$ cat config.mk
export PLATFORM = sky130hd
export DESIGN_NAME = bus_control_sequencer
export DESIGN_NICKNAME = d
export VERILOG_FILES = /design/src/rtl/bus_control_sequencer.sv
export SDC_FILE = /design/constraint.sdc
export NUM_CORES = 1
export LEC_CHECK = 0
export BUFFER_PORTS_ARGS = -buffer_cell sky130_fd_sc_hd__buf_2
export CORE_MARGIN = 4
export CORE_UTILIZATION = 55
export DETAILED_ROUTE_END_ITERATION = 8
export PLACE_DENSITY = 0.82
export SYNTH_ARGS = -nofsm -noshare
export SYNTH_HDL_FRONTEND = slang
export SYNTH_SLANG_ARGS = --single-unit
$ cat constraint.sdc
create_clock -name clk -period 2.88 [get_ports clk]
set_clock_uncertainty 0.1 [all_clocks]
set_input_delay 0.432 -clock clk [delete_from_list [all_inputs] [get_ports clk]]
set_output_delay 0.432 -clock clk [all_outputs]
set_load 0.1 [all_outputs]
$ cat src/rtl/bus_control_sequencer.sv
// bus_control_sequencer: clocked 8259-style bus/control decode.
// Samples the CPU strobes on clk, commits each write once the write strobe
// is released, and steps through the ICW1..ICW4 initialisation sequence.
// Every command-word strobe leaves as a single-cycle registered pulse.
module bus_control_sequencer #(
  parameter int DATA_WIDTH  = 8,
  parameter bit SINGLE_ONLY = 1'b0
) (
  input  logic                  clk,
  input  logic                  reset_n,
  input  logic                  CS,
  input  logic                  rd_enable,
  input  logic                  wr_enable,
  input  logic                  A1,
  input  logic [DATA_WIDTH-1:0] bi_data_bus,
  output logic [DATA_WIDTH-1:0] internal_bus,
  output logic                  write_ICW1,
  output logic                  write_ICW2,
  output logic                  write_ICW3,
  output logic                  write_ICW4,
  output logic                  write_OCW1,
  output logic                  write_OCW2,
  output logic                  write_OCW3,
  output logic                  read,
  output logic [1:0]            read_sel,
  output logic                  init_done,
  output logic                  bus_error
);

  typedef enum logic [2:0] {
    ST_IDLE,
    ST_WAIT_ICW2,
    ST_WAIT_ICW3,
    ST_WAIT_ICW4,
    ST_READY
  } state_t;

  // Bit positions inside the one-hot strobe register
  localparam int STB_ICW1 = 0;
  localparam int STB_ICW2 = 1;
  localparam int STB_ICW3 = 2;
  localparam int STB_ICW4 = 3;
  localparam int STB_OCW1 = 4;
  localparam int STB_OCW2 = 5;
  localparam int STB_OCW3 = 6;

  // Sequencer state
  state_t                  state_q, state_d;
  logic                    sngl_q, sngl_d;
  logic                    ic4_q, ic4_d;
  logic [1:0]              rr_ris_q, rr_ris_d;
  logic [6:0]              strobe_q, strobe_d;
  logic                    init_done_q;

  // Write capture / datapath state
  logic [DATA_WIDTH-1:0]   data_q, data_d;
  logic                    a1_q, a1_d;
  logic                    pending_q, pending_d;
  logic [DATA_WIDTH-1:0]   bus_q, bus_d;
  logic                    read_q, read_d;
  logic [1:0]              read_sel_q, read_sel_d;
  logic                    bus_error_q, bus_error_d;

  logic                    wr_act;
  logic                    rd_act;
  logic                    commit;
  logic                    cmd_err;
  logic [7:0]              cmd;

  // A write is only committed once the strobe has gone away, so a held
  // strobe (or back-to-back strobes with no gap) merges into one commit.
  assign wr_act = ~CS & ~wr_enable;
  assign rd_act = ~CS & ~rd_enable;
  assign commit = pending_q & ~wr_act;
  assign cmd    = data_q[7:0];

  // Next-state decode of the committed word and the strobe it raises
  always_comb begin
    state_d  = state_q;
    sngl_d   = sngl_q;
    ic4_d    = ic4_q;
    rr_ris_d = rr_ris_q;
    strobe_d = '0;
    cmd_err  = 1'b0;
    if (commit) begin
      if (!a1_q && cmd[4]) begin
        // ICW1 restarts initialisation from any state
        strobe_d[STB_ICW1] = 1'b1;
        sngl_d             = cmd[1] | SINGLE_ONLY;
        ic4_d              = cmd[0];
        rr_ris_d           = 2'b00;
        state_d            = ST_WAIT_ICW2;
      end else begin
        case (state_q)
          ST_WAIT_ICW2: begin
            if (a1_q) begin
              strobe_d[STB_ICW2] = 1'b1;
              if (!sngl_q) begin
                state_d = ST_WAIT_ICW3;
              end else if (ic4_q) begin
                state_d = ST_WAIT_ICW4;
              end else begin
                state_d = ST_READY;
              end
            end else begin
              cmd_err = 1'b1;
            end
          end
          ST_WAIT_ICW3: begin
            if (a1_q) begin
              strobe_d[STB_ICW3] = 1'b1;
              state_d            = ic4_q ? ST_WAIT_ICW4 : ST_READY;
            end else begin
              cmd_err = 1'b1;
            end
          end
          ST_WAIT_ICW4: begin
            if (a1_q) begin
              strobe_d[STB_ICW4] = 1'b1;
              state_d            = ST_READY;
            end else begin
              cmd_err = 1'b1;
            end
          end
          ST_READY: begin
            // With A1=0 bit 4 is already known clear here; bit 3 picks OCW2/OCW3
            if (a1_q) begin
              strobe_d[STB_OCW1] = 1'b1;
            end else if (cmd[3]) begin
              strobe_d[STB_OCW3] = 1'b1;
              if (cmd[1]) begin
                rr_ris_d = cmd[1:0];
              end
            end else begin
              strobe_d[STB_OCW2] = 1'b1;
            end
          end
          default: begin
            // IDLE: nothing but ICW1 is meaningful before initialisation
            cmd_err = 1'b1;
          end
        endcase
      end
    end
  end

  // Sequencer registers; init_done is registered alongside the state
  always_ff @(posedge clk) begin
    if (!reset_n) begin
      state_q     <= ST_IDLE;
      sngl_q      <= 1'b0;
      ic4_q       <= 1'b0;
      rr_ris_q    <= 2'b00;
      strobe_q    <= '0;
      init_done_q <= 1'b0;
    end else begin
      state_q     <= state_d;
      sngl_q      <= sngl_d;
      ic4_q       <= ic4_d;
      rr_ris_q    <= rr_ris_d;
      strobe_q    <= strobe_d;
      init_done_q <= (state_d == ST_READY);
    end
  end

  // Capture/commit of write data plus read tracking and error reporting
  always_comb begin
    data_d    = data_q;
    a1_d      = a1_q;
    pending_d = pending_q;
    bus_d     = bus_q;
    if (wr_act) begin
      data_d    = bi_data_bus;
      a1_d      = A1;
      pending_d = 1'b1;
    end else if (pending_q) begin
      bus_d     = data_q;
      pending_d = 1'b0;
    end
    read_d = rd_act & ~wr_act;
    if (A1) begin
      read_sel_d = 2'b10;
    end else if (rr_ris_q == 2'b11) begin
      read_sel_d = 2'b01;
    end else begin
      read_sel_d = 2'b00;
    end
    bus_error_d = (rd_act & wr_act) | cmd_err;
  end

  // Datapath registers; reset drops any write that was still pending
  always_ff @(posedge clk) begin
    if (!reset_n) begin
      data_q      <= '0;
      a1_q        <= 1'b0;
      pending_q   <= 1'b0;
      bus_q       <= '0;
      read_q      <= 1'b0;
      read_sel_q  <= 2'b00;
      bus_error_q <= 1'b0;
    end else begin
      data_q      <= data_d;
      a1_q        <= a1_d;
      pending_q   <= pending_d;
      bus_q       <= bus_d;
      read_q      <= read_d;
      read_sel_q  <= read_sel_d;
      bus_error_q <= bus_error_d;
    end
  end

  assign internal_bus = bus_q;
  assign write_ICW1   = strobe_q[STB_ICW1];
  assign write_ICW2   = strobe_q[STB_ICW2];
  assign write_ICW3   = strobe_q[STB_ICW3];
  assign write_ICW4   = strobe_q[STB_ICW4];
  assign write_OCW1   = strobe_q[STB_OCW1];
  assign write_OCW2   = strobe_q[STB_OCW2];
  assign write_OCW3   = strobe_q[STB_OCW3];
  assign read         = read_q;
  assign read_sel     = read_sel_q;
  assign init_done    = init_done_q;
  assign bus_error    = bus_error_q;

  // At most one command-word strobe can be active in any cycle
  assert property (@(posedge clk) disable iff (!reset_n) $onehot0(strobe_q));

endmodule

Yosys cells after proc, flatten, opt, wreduce, memory -nomap -nowiden
Index checks and enable logic that the tools add are counted.
{"block": "word_totals", "regBits": 37, "output_inout_bits": 20}
{"block": "classes", "eq_ne": 7, "n_mux": 24, "bitwise": 16, "n_reduce_logical": 16}
{"op": "3-bit two-way mux", "n": 7}
{"op": "4-bit OR reduction", "n": 4}
{"op": "2-bit two-way mux", "n": 6}
{"op": "1-bit NOT", "n": 10}
{"op": "1-bit two-way mux", "n": 9}
{"op": "3-bit case mux with 3 select lines", "n": 1}
{"op": "3-bit by 2-bit equality test with 1-bit output (second input constant)", "n": 2}
{"op": "3-bit equality test (second input constant)", "n": 2}
{"op": "2-bit AND reduction", "n": 3}
{"op": "2-bit nonzero test", "n": 3}
{"op": "1-bit bitwise AND", "n": 5}
{"op": "5-bit AND reduction", "n": 1}
{"op": "5-bit OR reduction", "n": 1}
{"op": "3-bit by 1-bit equality test with 1-bit output (second input constant)", "n": 1}
{"op": "3-bit OR reduction", "n": 1}
{"op": "2-bit equality test (second input constant)", "n": 1}
{"op": "2-bit by 1-bit inequality test with 1-bit output (second input constant)", "n": 1}
{"op": "1-bit case mux with 2 select lines", "n": 1}
{"op": "2-bit OR reduction", "n": 1}
{"op": "1-bit logical AND", "n": 1}
{"op": "1-bit logical NOT", "n": 1}
{"op": "1-bit bitwise OR", "n": 1}

Longest topological paths before layout
{"block": "depth", "word_depth": 7, "ltp_mapped": 5}

Least setup slack after synthesis
OpenSTA, ideal clock, no wires.
{"block": "synth_timing", "kind": "reg2reg", "start": "register state_q[1]", "end": "register rr_ris_q[0]", "arrival_ns": 1.287, "t_required_ns": 2.663, "path_slack_ns": 1.376, "path_stages_with_launch": 6, "path_buffers": 1, "cell_sequence": "dfxtp_1 > buf_6 > nor3b_4 > a31oi_1 > or3_1 > a32o_1"}
{"block": "synth_between", "elab_chain_len": 3}
{"element": "from (decl)", "line_no": "48", "rtl": "state_t state_q, state_d;"}
{"element": "from (signal assigned)", "line_no": "157", "rtl": "state_q <= state_d;"}
{"element": "3-bit equality test", "line_no": "94", "rtl": "case (state_q)"}
{"element": "2-bit nonzero test (no source line)"}
{"element": "5-bit AND reduction (no source line)"}
{"element": "to (signal assigned)", "line_no": "160", "rtl": "rr_ris_q <= rr_ris_d;"}
{"element": "to (decl)", "line_no": "51", "rtl": "logic [1:0] rr_ris_q, rr_ris_d;"}
Every way passes these cells.
A chain may end at the register's enable or synchronous reset.

Final worst setup path
Same ends and word-level chain as after synthesis.

==> run_results.csv <==
group,metric,value,unit
global_routing,grt_pass1_vias,1116,
critical_path,crit_fanout,10,
clock_network,clock-sinks,37,
global_routing,antenna_found_initial,0,
placed_design,gp_congestion,0.928,
floorplan,start_util,60.0,%
logic_synthesis,synth_edf_count,0,
logic_synthesis,syn_inst,161,
final_layout,final_cells,223,
clock_network,htree_levels,2,
detailed_routing,drt_iter0_markers,39,
pwr,ir_drop,0.491,mV
run_status,outcome,"finished clean",
timing,max_slew_margin,59.5,%
floorplan,fp.dieH,58.3,microns
floorplan,die_w,58.3,microns
timing,hold_violations,0,
flow_run,maxCapViolCount,0,
placed_design,dp.final_hpwl,2070,microns
detailed_routing,ant_nets,0,
final_layout,nets,208,
pwr,p_leak,0.659,nW
critical_path,cp-start-kind,"flip-flop",
logic_synthesis,ys.flop_type,"dfxtp_1",
final_layout,area_growth_syn_to_layout,17.9,%
logic_synthesis,synth_seq_cells,37,
logic_synthesis,syn_area,1390,sq um
detailed_routing,drt-wirelength-per-cell,12.8,microns
clock_network,numCtsBuffers,5,
clock_network,clk_pin_slew_worst_paths,100,ps
final_layout,diodes,0,
placed_design,placed_cells_incl_taps,215,
floorplan,pin_count,34,
detailed_routing,wl,2860,microns
critical_path,critPathKind,"flip-flop to flip-flop",
critical_path,cp_slowest_cell,"dfxtp_1",
logic_synthesis,async_flop_share,0,%
pwr,powerDensity,588,nW/um^2
logic_synthesis,syn_nets,175,
logic_synthesis,synth-seq-area-share,53.2,%
final_layout,final_common_cell,"nand2_1",
floorplan,die_area,3400,sq um
timing,tightestPinTransition,605,ps
placed_design,port-buffer-count,33,
timing,rsz0062_at_grt,"false",
timing,finalSetupTns,0,ps
timing,final_max_slew_viol_count,0,
hold_path,hp-class,"input pin to flip-flop",
logic_synthesis,yosysTopAreaCellShare,53.2,%
pwr,clkPwrFrac,38.0,%
critical_path,crit_path_end_kind,"flip-flop",
floorplan,coreArea,2320,sq um
global_routing,grt_pass1_wl,4940,microns
critical_path,path_cells,"nor3b_4 -> a31oi_1 -> or3_1 -> a32o_1",
floorplan,rows,17,
logic_synthesis,synth_cell_type_count,41,
clock_network,cts_root_buf,"clkbuf_4",
final_layout,mostFrequentLayoutCells,"nand2_1, dfxtp_1, buf_2",
logic_synthesis,syn_avg_cell_area,8.64,sq um
pwr,p_sw_share,22.5,%
pwr,power_frac_comb,7.2,%
detailed_routing,vias_per_cell,5.48,
clock_network,cts_resized,0,
pwr,pwr-share-seq,54.8,%
pwr,total_power,0.965,mW
clock_network,cts_tree,"yes",
detailed_routing,num_vias,1221,
timing,final-setup-viol-count,0,
global_routing,grt_max_degree,28,
detailed_routing,drc,0,
critical_path,cp_data_required_time,3020,ps
timing,max_freq,0.593,GHz
global_routing,grt_overflow_total,0,
detailed_routing,first_pass_iters,4,
clock_network,cts_buffer_depth,2,
critical_path,worstPathArrival,1820,ps
pwr,power.switching,0.217,mW
logic_synthesis,synth_warnings,0,
critical_path,cpPeakStageDelay,440,ps
clock_network,post_cts_buffers,0,
logic_synthesis,yosys-top-cells-area,"dfxtp_1, nand2_1, a21oi_1",
logic_synthesis,yosysTopAreaCell,"dfxtp_1",
final_layout,drive_above_1_share,23.6,%
global_routing,grt_use_total,18.8,%
pwr,p_int,0.748,mW
clock_network,clock_latency,330,ps
timing,min_period,1690,ps
timing,fin_crit_sh,58.6,%
clock_network,cts_hold_buf,0,
-- synthesized netlist by cell type (2+ instances only) --
| cell type | count |
|---|---|
| nand2_1 | 41 |
| dfxtp_1 | 37 |
| a21oi_1 | 20 |
| nor2_1 | 11 |
| nand2b_1 | 5 |
| o21ai_0 | 5 |
| clkbuf_1 | 4 |
| inv_1 | 2 |
| nor3_1 | 2 |
| o2111ai_1 | 2 |
| or3_1 | 2 |
-- power groups by stage --
stage               combinational, mW  clock [mW]  sequential [mW]
floorplan                      0.0303           0            0.557
global placement               0.0672           0            0.540
detailed placement             0.0690           0            0.540
CTS                            0.0692       0.374            0.529
global route                   0.0765       0.394            0.530
finish                         0.0691       0.367            0.529
-- registers in the layout, indices dropped and copies added, names as in the netlist --
| signal | cells |
|---|---|
| strobe_q | 7 |
| a1_q | 1 |
| internal_bus | 8 |
| rr_ris_q | 2 |
| ic4_q | 1 |
| init_done | 1 |
| bus_error | 1 |
| sngl_q | 1 |
| state_q | 3 |
| read_sel | 2 |
| read | 1 |
| cmd | 8 |
| pending_q | 1 |
-- final timing paths --
path / slack (ps) / cells after the start / from / end
hold / removal: 170 / 2 / rd_enable / read
hold reg to reg: 360 / 2 / cmd[5] / cmd[5]
setup / recovery: 1190 / 4 / state_q[1] / rr_ris_q[0]
setup reg to reg: 1190 / 4 / state_q[1] / rr_ris_q[0]
-- cells by family after synthesis --
logic type,after synthesis,share of synthesized area (%)
buf+inv,11,3.96
xor+xnor,1,0.630
flops,37,53.2
compound gates,40,17.4
simple gates,72,24.7
-- final cells by class --
cell class	instances	area [sq um]
clock buffer	7	55.1
fill	195	678
inverter	3	11.3
clock inverter	1	30.0
timing repair buffer	34	173
sequential	37	741
multi-input combinational	113	596
tap	28	35.0
-- worst max-delay path: cells and delay by family (launching register included) --
family           cells  cell delay, ps
AND/OR/NAND/NOR      2             670
flip-flops           1             440
AO/OA/AOI/OAI        2             380
-- per-stage QoR --
| step | cell area, sq um | util, % | hold slack [ps] | setup slack (ps) |
|---|---|---|---|---|
| 2_1_floorplan | 1390 | - | 332 | 1380 |
| 3_3_place_gp | 1560 | 67.1 | 342 | 1130 |
| 3_5_place_dp | 1560 | 67.1 | 348 | 1050 |
| 4_1_cts | 1640 | 70.8 | 157 | 1210 |
| 5_1_grt | 1640 | 70.8 | 157 | 1070 |
| 6_report | 1640 | 70.8 | 167 | 1190 |
-- per-layer routing --
layer / GRT usage (%) / up-vias / wire length [microns]
met4: 6.62 / 0 / 42
met2: 30.6 / 40 / 1370
li1: - / 619 / -
met5: 0 / - / 0
met3: 6.14 / 6 / 223
met1: 23.1 / 556 / 1220
No activity file was read; power rests on OpenSTA's default activity.
